<file path="src/rtl/mips_pkg.sv">
// Shared MIPS encodings and a small instruction decoder used by the ID front end.
package mips_pkg;

  localparam logic [5:0] OP_RTYPE = 6'd0;
  localparam logic [5:0] OP_J     = 6'd2;
  localparam logic [5:0] OP_JAL   = 6'd3;
  localparam logic [5:0] OP_BEQ   = 6'd4;
  localparam logic [5:0] OP_BNE   = 6'd5;
  localparam logic [5:0] OP_SB    = 6'h28;
  localparam logic [5:0] OP_SH    = 6'h29;
  localparam logic [5:0] OP_SW    = 6'h2B;
  localparam logic [5:0] FUNCT_JR = 6'h08;

  localparam logic [31:0] NOP_INSTR_DEFAULT = 32'h0000_0000;

  typedef struct packed {
    logic [4:0] rs;
    logic [4:0] rt;
    logic       is_beq;
    logic       is_bne;
    logic       is_j;
    logic       is_jr;
    logic       uses_rt;
  } decode_t;

  // rt is a true source only for R-type, branches and stores; for loads and
  // immediates it is a destination and must not trigger a load-use stall.
  function automatic decode_t decode(input logic [5:0] opcode, input logic [5:0] funct,
                                     input logic [4:0] rs, input logic [4:0] rt);
    decode_t d;
    d.rs      = rs;
    d.rt      = rt;
    d.is_beq  = (opcode == OP_BEQ);
    d.is_bne  = (opcode == OP_BNE);
    d.is_j    = (opcode == OP_J) || (opcode == OP_JAL);
    d.is_jr   = (opcode == OP_RTYPE) && (funct == FUNCT_JR);
    d.uses_rt = (opcode == OP_RTYPE) || d.is_beq || d.is_bne ||
                (opcode == OP_SB) || (opcode == OP_SH) || (opcode == OP_SW);
    return d;
  endfunction

endpackage

</file>
<file path="src/rtl/hazard_unit.sv">
// Load-use and branch-operand hazard detection for the instruction in ID.
module hazard_unit (
  input  logic       valid_id,
  input  logic [4:0] rs,
  input  logic [4:0] rt,
  input  logic       uses_rt,
  input  logic       is_branch,
  input  logic       is_jr,
  input  logic       reg_write_ex,
  input  logic       mem_read_ex,
  input  logic [4:0] write_reg_ex,
  input  logic       mem_read_mem,
  input  logic [4:0] write_reg_mem,
  output logic       hazard
);

  logic ex_hits_rs, ex_hits_rt, mem_hits_rs, mem_hits_rt;
  logic load_use, branch_op;

  // $0 is never a real dependency, so a zero destination never matches.
  assign ex_hits_rs  = (write_reg_ex  != 5'd0) && (write_reg_ex  == rs);
  assign ex_hits_rt  = (write_reg_ex  != 5'd0) && (write_reg_ex  == rt);
  assign mem_hits_rs = (write_reg_mem != 5'd0) && (write_reg_mem == rs);
  assign mem_hits_rt = (write_reg_mem != 5'd0) && (write_reg_mem == rt);

  assign load_use = mem_read_ex && (ex_hits_rs || (uses_rt && ex_hits_rt));

  // Branches compare in ID, so they also wait on ALU results in EX and loads in MEM.
  assign branch_op =
      (is_branch && ((reg_write_ex && (ex_hits_rs || ex_hits_rt)) ||
                     (mem_read_mem && (mem_hits_rs || mem_hits_rt)))) ||
      (is_jr     && ((reg_write_ex && ex_hits_rs) || (mem_read_mem && mem_hits_rs)));

  assign hazard = valid_id && (load_use || branch_op);

endmodule

</file>
<file path="src/rtl/id_front.sv">
// IF/ID pipeline register with hazard stalls and early branch/jump resolution.
module id_front
  import mips_pkg::*;
#(
  parameter logic [31:0] NOP_INSTR = NOP_INSTR_DEFAULT
) (
  input  logic        clk,
  input  logic        reset,
  input  logic [31:0] Instruction_if,
  input  logic [31:0] NextPC_if,
  input  logic        IF_flush,
  input  logic [31:0] RsData_id,
  input  logic [31:0] RtData_id,
  input  logic        RegWrite_ex,
  input  logic        MemRead_ex,
  input  logic [4:0]  WriteReg_ex,
  input  logic        MemRead_mem,
  input  logic [4:0]  WriteReg_mem,
  output logic [31:0] Instruction_id,
  output logic [31:0] NextPC_id,
  output logic        Valid_id,
  output logic        PC_IFWrite,
  output logic        Stall,
  output logic        Z,
  output logic        J,
  output logic        JR,
  output logic [31:0] BranchAddr,
  output logic [31:0] JumpAddr,
  output logic [31:0] JrAddr
);

  decode_t dec;
  logic    hazard;
  logic    redirect_ok;
  logic    operands_equal;

  always_ff @(posedge clk) begin
    if (reset) begin
      Instruction_id <= NOP_INSTR;
      NextPC_id      <= 32'd0;
      Valid_id       <= 1'b0;
    end else if (PC_IFWrite) begin
      Instruction_id <= IF_flush ? NOP_INSTR : Instruction_if;
      NextPC_id      <= NextPC_if;
      Valid_id       <= ~IF_flush;
    end
  end

  assign dec = decode(Instruction_id[31:26], Instruction_id[5:0],
                      Instruction_id[25:21], Instruction_id[20:16]);

  hazard_unit u_hazard (
    .valid_id      (Valid_id),
    .rs            (dec.rs),
    .rt            (dec.rt),
    .uses_rt       (dec.uses_rt),
    .is_branch     (dec.is_beq | dec.is_bne),
    .is_jr         (dec.is_jr),
    .reg_write_ex  (RegWrite_ex),
    .mem_read_ex   (MemRead_ex),
    .write_reg_ex  (WriteReg_ex),
    .mem_read_mem  (MemRead_mem),
    .write_reg_mem (WriteReg_mem),
    .hazard        (hazard)
  );

  // Reset masks the stall immediately so the PC keeps moving while reset is held.
  assign Stall       = hazard & ~reset;
  assign PC_IFWrite  = ~Stall;
  assign redirect_ok = Valid_id & ~Stall & ~reset;

  assign operands_equal = (RsData_id == RtData_id);
  assign Z  = redirect_ok & ((dec.is_beq & operands_equal) | (dec.is_bne & ~operands_equal));
  assign J  = redirect_ok & dec.is_j;
  assign JR = redirect_ok & dec.is_jr;

  assign BranchAddr = NextPC_id + {{14{Instruction_id[15]}}, Instruction_id[15:0], 2'b00};
  assign JumpAddr   = {NextPC_id[31:28], Instruction_id[25:0], 2'b00};
  assign JrAddr     = RsData_id;

endmodule

</file>
<file path="config.mk">
export PLATFORM = sky130hd
export DESIGN_NAME = id_front
export DESIGN_NICKNAME = d
export VERILOG_FILES = /design/src/rtl/mips_pkg.sv /design/src/rtl/hazard_unit.sv /design/src/rtl/id_front.sv
export SDC_FILE = /design/constraint.sdc
export NUM_CORES = 1
export LEC_CHECK = 0
export CAP_MARGIN = 15
export CORE_ASPECT_RATIO = 1.5
export CORE_UTILIZATION = 36
export CTS_CLUSTER_DIAMETER = 200
export DETAILED_ROUTE_END_ITERATION = 12
export GPL_ROUTABILITY_DRIVEN = 0
export GPL_TIMING_DRIVEN = 0
export PLACE_DENSITY = 0.79
export SYNTH_ARGS = -nofsm -noshare
export SYNTH_HDL_FRONTEND = slang
export SYNTH_SLANG_ARGS = --single-unit
</file>
<file path="constraint.sdc">
create_clock -name clk -period 2.5 [get_ports clk]
set_input_delay 0.25 -clock clk [delete_from_list [all_inputs] [get_ports clk]]
set_output_delay 0.25 -clock clk [all_outputs]
set_load 0.02 [all_outputs]
</file>
## Yosys cells after proc, flatten, opt, wreduce, memory -nomap -nowiden

Index checks and enable logic that the tools add are counted.

| word-level totals | value |
|---|---|
| register bits | 65 |
| bits of input ports | 144 |
| output and inout bits | 166 |
| logic and storage cells | 62 |

| cells by class | value |
|---|---|
| $add $sub $neg | 1 |
| equality and inequality tests | 13 |
| multiplexer cells | 1 |
| bitwise operators | 14 |
| reductions and logical operators | 30 |

Operator list:

| operator | count |
|---|---|
| adder 32 bit | 1 |
| equality test 32 bit | 1 |
| two-way mux 32 bit | 1 |
| equality test 5 bit | 4 |
| equality test 6 bit (second input constant) | 3 |
| logical AND 1 bit | 14 |
| logical OR 1 bit | 13 |
| equality test 6 x 2 -> 1 bit (second input constant) | 2 |
| equality test 6 x 3 -> 1 bit (second input constant) | 2 |
| nonzero test 5 bit | 2 |
| bitwise AND 1 bit | 8 |
| equality test 6 x 4 -> 1 bit (second input constant) | 1 |
| zero test 6 bit | 1 |
| NOT 1 bit | 4 |
| OR 1 bit | 2 |

## Longest topological paths before layout

| logic depth | value |
|---|---|
| depth in word-level cells | 16 |
| mapped depth | 10 |

## By module

From an unflattened synthesis, not the netlist that was laid out.

| unflattened totals | value |
|---|---|
| cells, all modules | 602 |
| area total of the unflattened synthesis | 5,062.4 sq um |

By module, submodules not included:

| module | times used | cells an instance | area an instance (sq um) |
|---|---|---|---|
| id_front | 1 | 562 | 4,768.3 |
| hazard_unit | 1 | 40 | 294.0 |

## Worst setup path after synthesis

Ideal clock, no wire load.

| timing | value |
|---|---|
| kind | reg2out |
| start point | reg Instruction_id[15] |
| end point | out BranchAddr[28] |
| arrival | 2.684 ns |
| required time | 2.250 ns |
| path slack | -0.434 ns |
| cell stages (with the launch flop) | 9 |
| buffers on the path | 0 |
| path through | dfxtp_1 -> ha_1 -> a21oi_1 -> nand2_1 -> a2111o_1 -> a31oi_4 -> o31a_4 -> a31oi_1 -> o311a_1 |

| on the way | value |
|---|---|
| cells in the longest elaborated chain, start to end | 1 |

Ends and longest elaborated chain:

| what | line | RTL |
|---|---|---|
| start: declaration | id_front.sv:19 | `output logic [31:0] Instruction_id,` |
| start signal: assignment | id_front.sv:43 | `Instruction_id <= IF_flush ? NOP_INSTR : Instruction_if;` |
| adder 32 bit | id_front.sv:77 | `assign BranchAddr = NextPC_id + {{14{Instruction_id[15]}}, Instruction_id[15:0], 2'b00};` |
| end: declaration | id_front.sv:27 | `output logic [31:0] BranchAddr,` |

Every way passes these cells.

## Final worst setup path

| timing | value |
|---|---|
| start point | reg Instruction_id[0] |
| end point | out BranchAddr[16] |

The elaborated chain is that of the path after synthesis.

==> flow_summary.json <==
{
  "run_status": "finished, violations left",
  "failed_checks": "negative setup slack",
  "area_delta_synth_final_pct": 87.34,
  "timing.rr.start": "Instruction_id[29]",
  "overflow": 0,
  "ratio_of_cells_with_drive_above_1_in_the_final_layout_pct": 28.74,
  "largest_family_of_logic_cells_by_synthesized_area": "simple AND/OR/NAND/NOR gates",
  "netlist.top_cell.by_area": "dfxtp_1",
  "total_track_usage_pct": 26.47,
  "critPathTopFamily": "compound AO/OA/AOI/OAI gates",
  "synth_common_cells": "67 x nand2b_1, 66 x buf_4, 65 x dfxtp_1",
  "synth_top_cells_by_area": "dfxtp_1 23%, mux2i_1 12%, buf_4 8.9%",
  "cts.sinks": 65,
  "yosys_warnings": 0,
  "timing.rr.end": "NextPC_id[2]",
  "ant_nets": 0,
  "path_clk_slew_ns": 0.06,
  "fp-row-count": 55,
  "synthMostInstantiatedCell": "nand2b_1",
  "sum_of_net_half_perimeters_after_detailed_placement_um": 16810,
  "critical_path_buf_inv_count": 3,
  "synth-compound-area-share_pct": 13.51,
  "drt_iter0_drc": 138,
  "design.portCount": 310,
  "cp_data_required_time_ns": 2.25,
  "grt_max_degree": 13,
  "synth.yosys.seq_area_share_pct": 23.42,
  "report.final.hold_viol_count": 0,
  "leakage_nw": 4.226,
  "design.die.area_um2": 15940,
  "vdd.ir_drop.worst_v": 0.0002907,
  "crit_chain": "ha_4, inv_2, fa_2, nor2b_2, o31a_1, o31a_1, buf_4, a31o_2, a21o_1, a21oi_2, xnor2_2, buf_4",
  "setup_viol_count_final": 23,
  "synth_seq_cells": 65,
  "synth-adder-area-share_pct": 6.892,
  "die_h_um": 154.1,
  "whs_endpoint": "Instruction_id[17]",
  "max_slew_headroom_at_the_worst_pin_pct": 65.02,
  "timing.final.max_slew_violations": 0,
  "rrSetupSlack_ns": 0.11,
  "layout.filler_cells": 1153,
  "max_freq_mhz": 318.1,
  "asyncSetResetFlopFracSynth_pct": 0,
  "drt_drc_violations_left": 0,
  "timing.final.crit_period_ns": 3.143,
  "cp.arrival_ns": 2.89,
  "postCtsHoldBufs": 0,
  "core_region_area_um2": 15070,
  "synth-simple-area-share_pct": 18.24,
  "criticalPathCategory": "register to primary output",
  "syn_area_per_cell_um2": 8.430,
  "post-layout-total-power_mw": 3.904,
  "vias_in_the_first_global_route": 6000,
  "whs_path_depth": 3,
  "skew_ns": 0.007284,
  "cp-end-kind": "primary output",
  "grt_first_pass_wirelength_um": 31370,
  "port_buffers": 307,
  "post-place-cells": 1166,
  "tritoncts": "built",
  "tightest_slew_ns": 0.5247,
  "rsz_0062_raised_after_global_routing": "true",
  "critical_path.max_stage_delay_ns": 0.38,
  "muxShareOfSynthArea_pct": 11.53,
  "hp-start": "Instruction_if[17]",
  "reg2regPathDepth": 11,
  "setup_ws_ns": -0.6433,
  "critPathSlowestCell": "o31a_1",
  "synth_top_area_share_pct": 23.42,
  "critPathMaxFanout": 4,
  "routed_wire_length_per_instance_um": 17.85,
  "power.density_cell_area_nw_per_um2": 375.1,
  "netlist_area_um2": 5555,
  "route.vias.total": 6154,
  "synth-edff-count": 0,
  "max_cap_violations": 0,
  "synth.distinct_cells": 57,
  "instances_no_fill": 1245,
  "clock_latency_ns": 0.34,
  "avgViaCountPerCell": 4.943,
  "routed_wirelength_um": 22220,
  "antenna_found_initial": 5,
  "start_util_pct": 36.86,
  "timing.critical_path.from_type": "register",
  "drt-pass1-iter-count": 4,
  "hold_path_class": "input port to register",
  "post_synth_xor_area_fraction_pct": 11.67,
  "clock_tree.root_cell": "clkbuf_16",
  "ctsHtreeMaxLevel": 3,
  "num-nets-final": 1213,
  "postSynthCellCount": 659,
  "fp.dieW_um": 103.4,
  "ctsLongestPathBuffers": 2,
  "cts_made_buffers": 9,
  "final_min_period_over_clock_period_pct": 125.7,
  "synth_top_flop_cell": "dfxtp_1"
}
==> layer usage <==
| layer | GRT usage (%) | up-vias | routed length (um) |
|---|---|---|---|
| li1 | - | 2959 | - |
| met1 | 25.63 | 2852 | 7867 |
| met2 | 51.25 | 272 | 12060 |
| met3 | 6.682 | 65 | 1477 |
| met4 | 10.33 | 6 | 778 |
| met5 | 0 | - | 41 |
==> kinds of logic (layout without fill, tap and decap cells) <==
family	after synthesis	after routing
compound gates	103	103
xor+xnor	74	74
fa+ha+maj	30	30
buf+inv	131	515
flops	65	65
mux	64	64
other cells	1	4
simple gates	191	191
==> stage by stage <==
stage	setup slack [ns]	cell area, um2	setup TNS (ns)	utilization (%)	hold slack, ns
after floorplan	-0.01269	5682	-0.01269	-	0.3783
after global placement	-0.8551	9004	-14.93	59.74	0.4810
after detailed placement	-0.8352	9004	-15.81	59.74	0.4876
after CTS	-0.5835	9814	-7.465	65.12	0.4485
after global routing	-0.7438	10400	-12.52	69.02	0.4656
final	-0.6433	10410	-9.999	69.06	0.4602
==> timing repair <==
| action | 4_1_cts | 5_1_grt |
|---|---|---|
| buffers inserted | 29 | 37 |
| setup endpoints to repair | 41 | 32 |
| resized for setup | 231 | 85 |
| pin swaps | 37 | 56 |
==> tightest hold or removal path: stages <==
cell and delay (ns):
clkdlybuf4s50_1 0.39, nand2_1 0.05, mux2i_1 0.05
==> state kept, by name, indices dropped and copies added (netlist names) <==
signal          flops
Instruction_id     32
NextPC_id          32
Valid_id            1
==> cell type report <==
cell class / count / area [um2] / share of cell area (%)
inverters: 44 / 167.7 / 1.611
clock inverters: 6 / 67.56 / 0.6492
diodes: 2 / 5.005 / 0.04809
repair buffers: 372 / 3595 / 34.54
clock buffers: 10 / 229.0 / 2.200
flip-flops and latches: 65 / 1378 / 13.24
multi-input cells: 464 / 4073 / 39.13
well taps: 199 / 249.0 / 2.392
plain buffers: 83 / 644.4 / 6.191
==> placed cells by master (no fill, tap or decap), drive strengths merged, types with 29 or more instances in the layout <==
cell / n
clkdlybuf4s50: 275
buf: 164
nand2b: 67
dfxtp: 65
mux2i: 64
xor2: 52
nand2: 52
inv: 45
ha: 29
==> how the worst max path moves through the flow <==
stage	depth (start not counted)	endpoint	slack [ns]	start
5_1_grt	12	BranchAddr[16]	-0.74	Instruction_id[0]
6_report	12	BranchAddr[16]	-0.64	Instruction_id[0]
4_1_cts	11	BranchAddr[26]	-0.58	Instruction_id[0]
2_1_floorplan	10	BranchAddr[28]	-0.01	Instruction_id[0]
3_5_place_dp	9	BranchAddr[31]	-0.84	Instruction_id[15]
3_3_place_gp	9	BranchAddr[31]	-0.86	Instruction_id[15]
==> report_power, final <==
group / switching [mW] / internal (mW)
sequential: 0.0777 / 1.08
combinational: 0.653 / 0.799
clock: 0.516 / 0.776
Power figures use the tool's default switching activity.
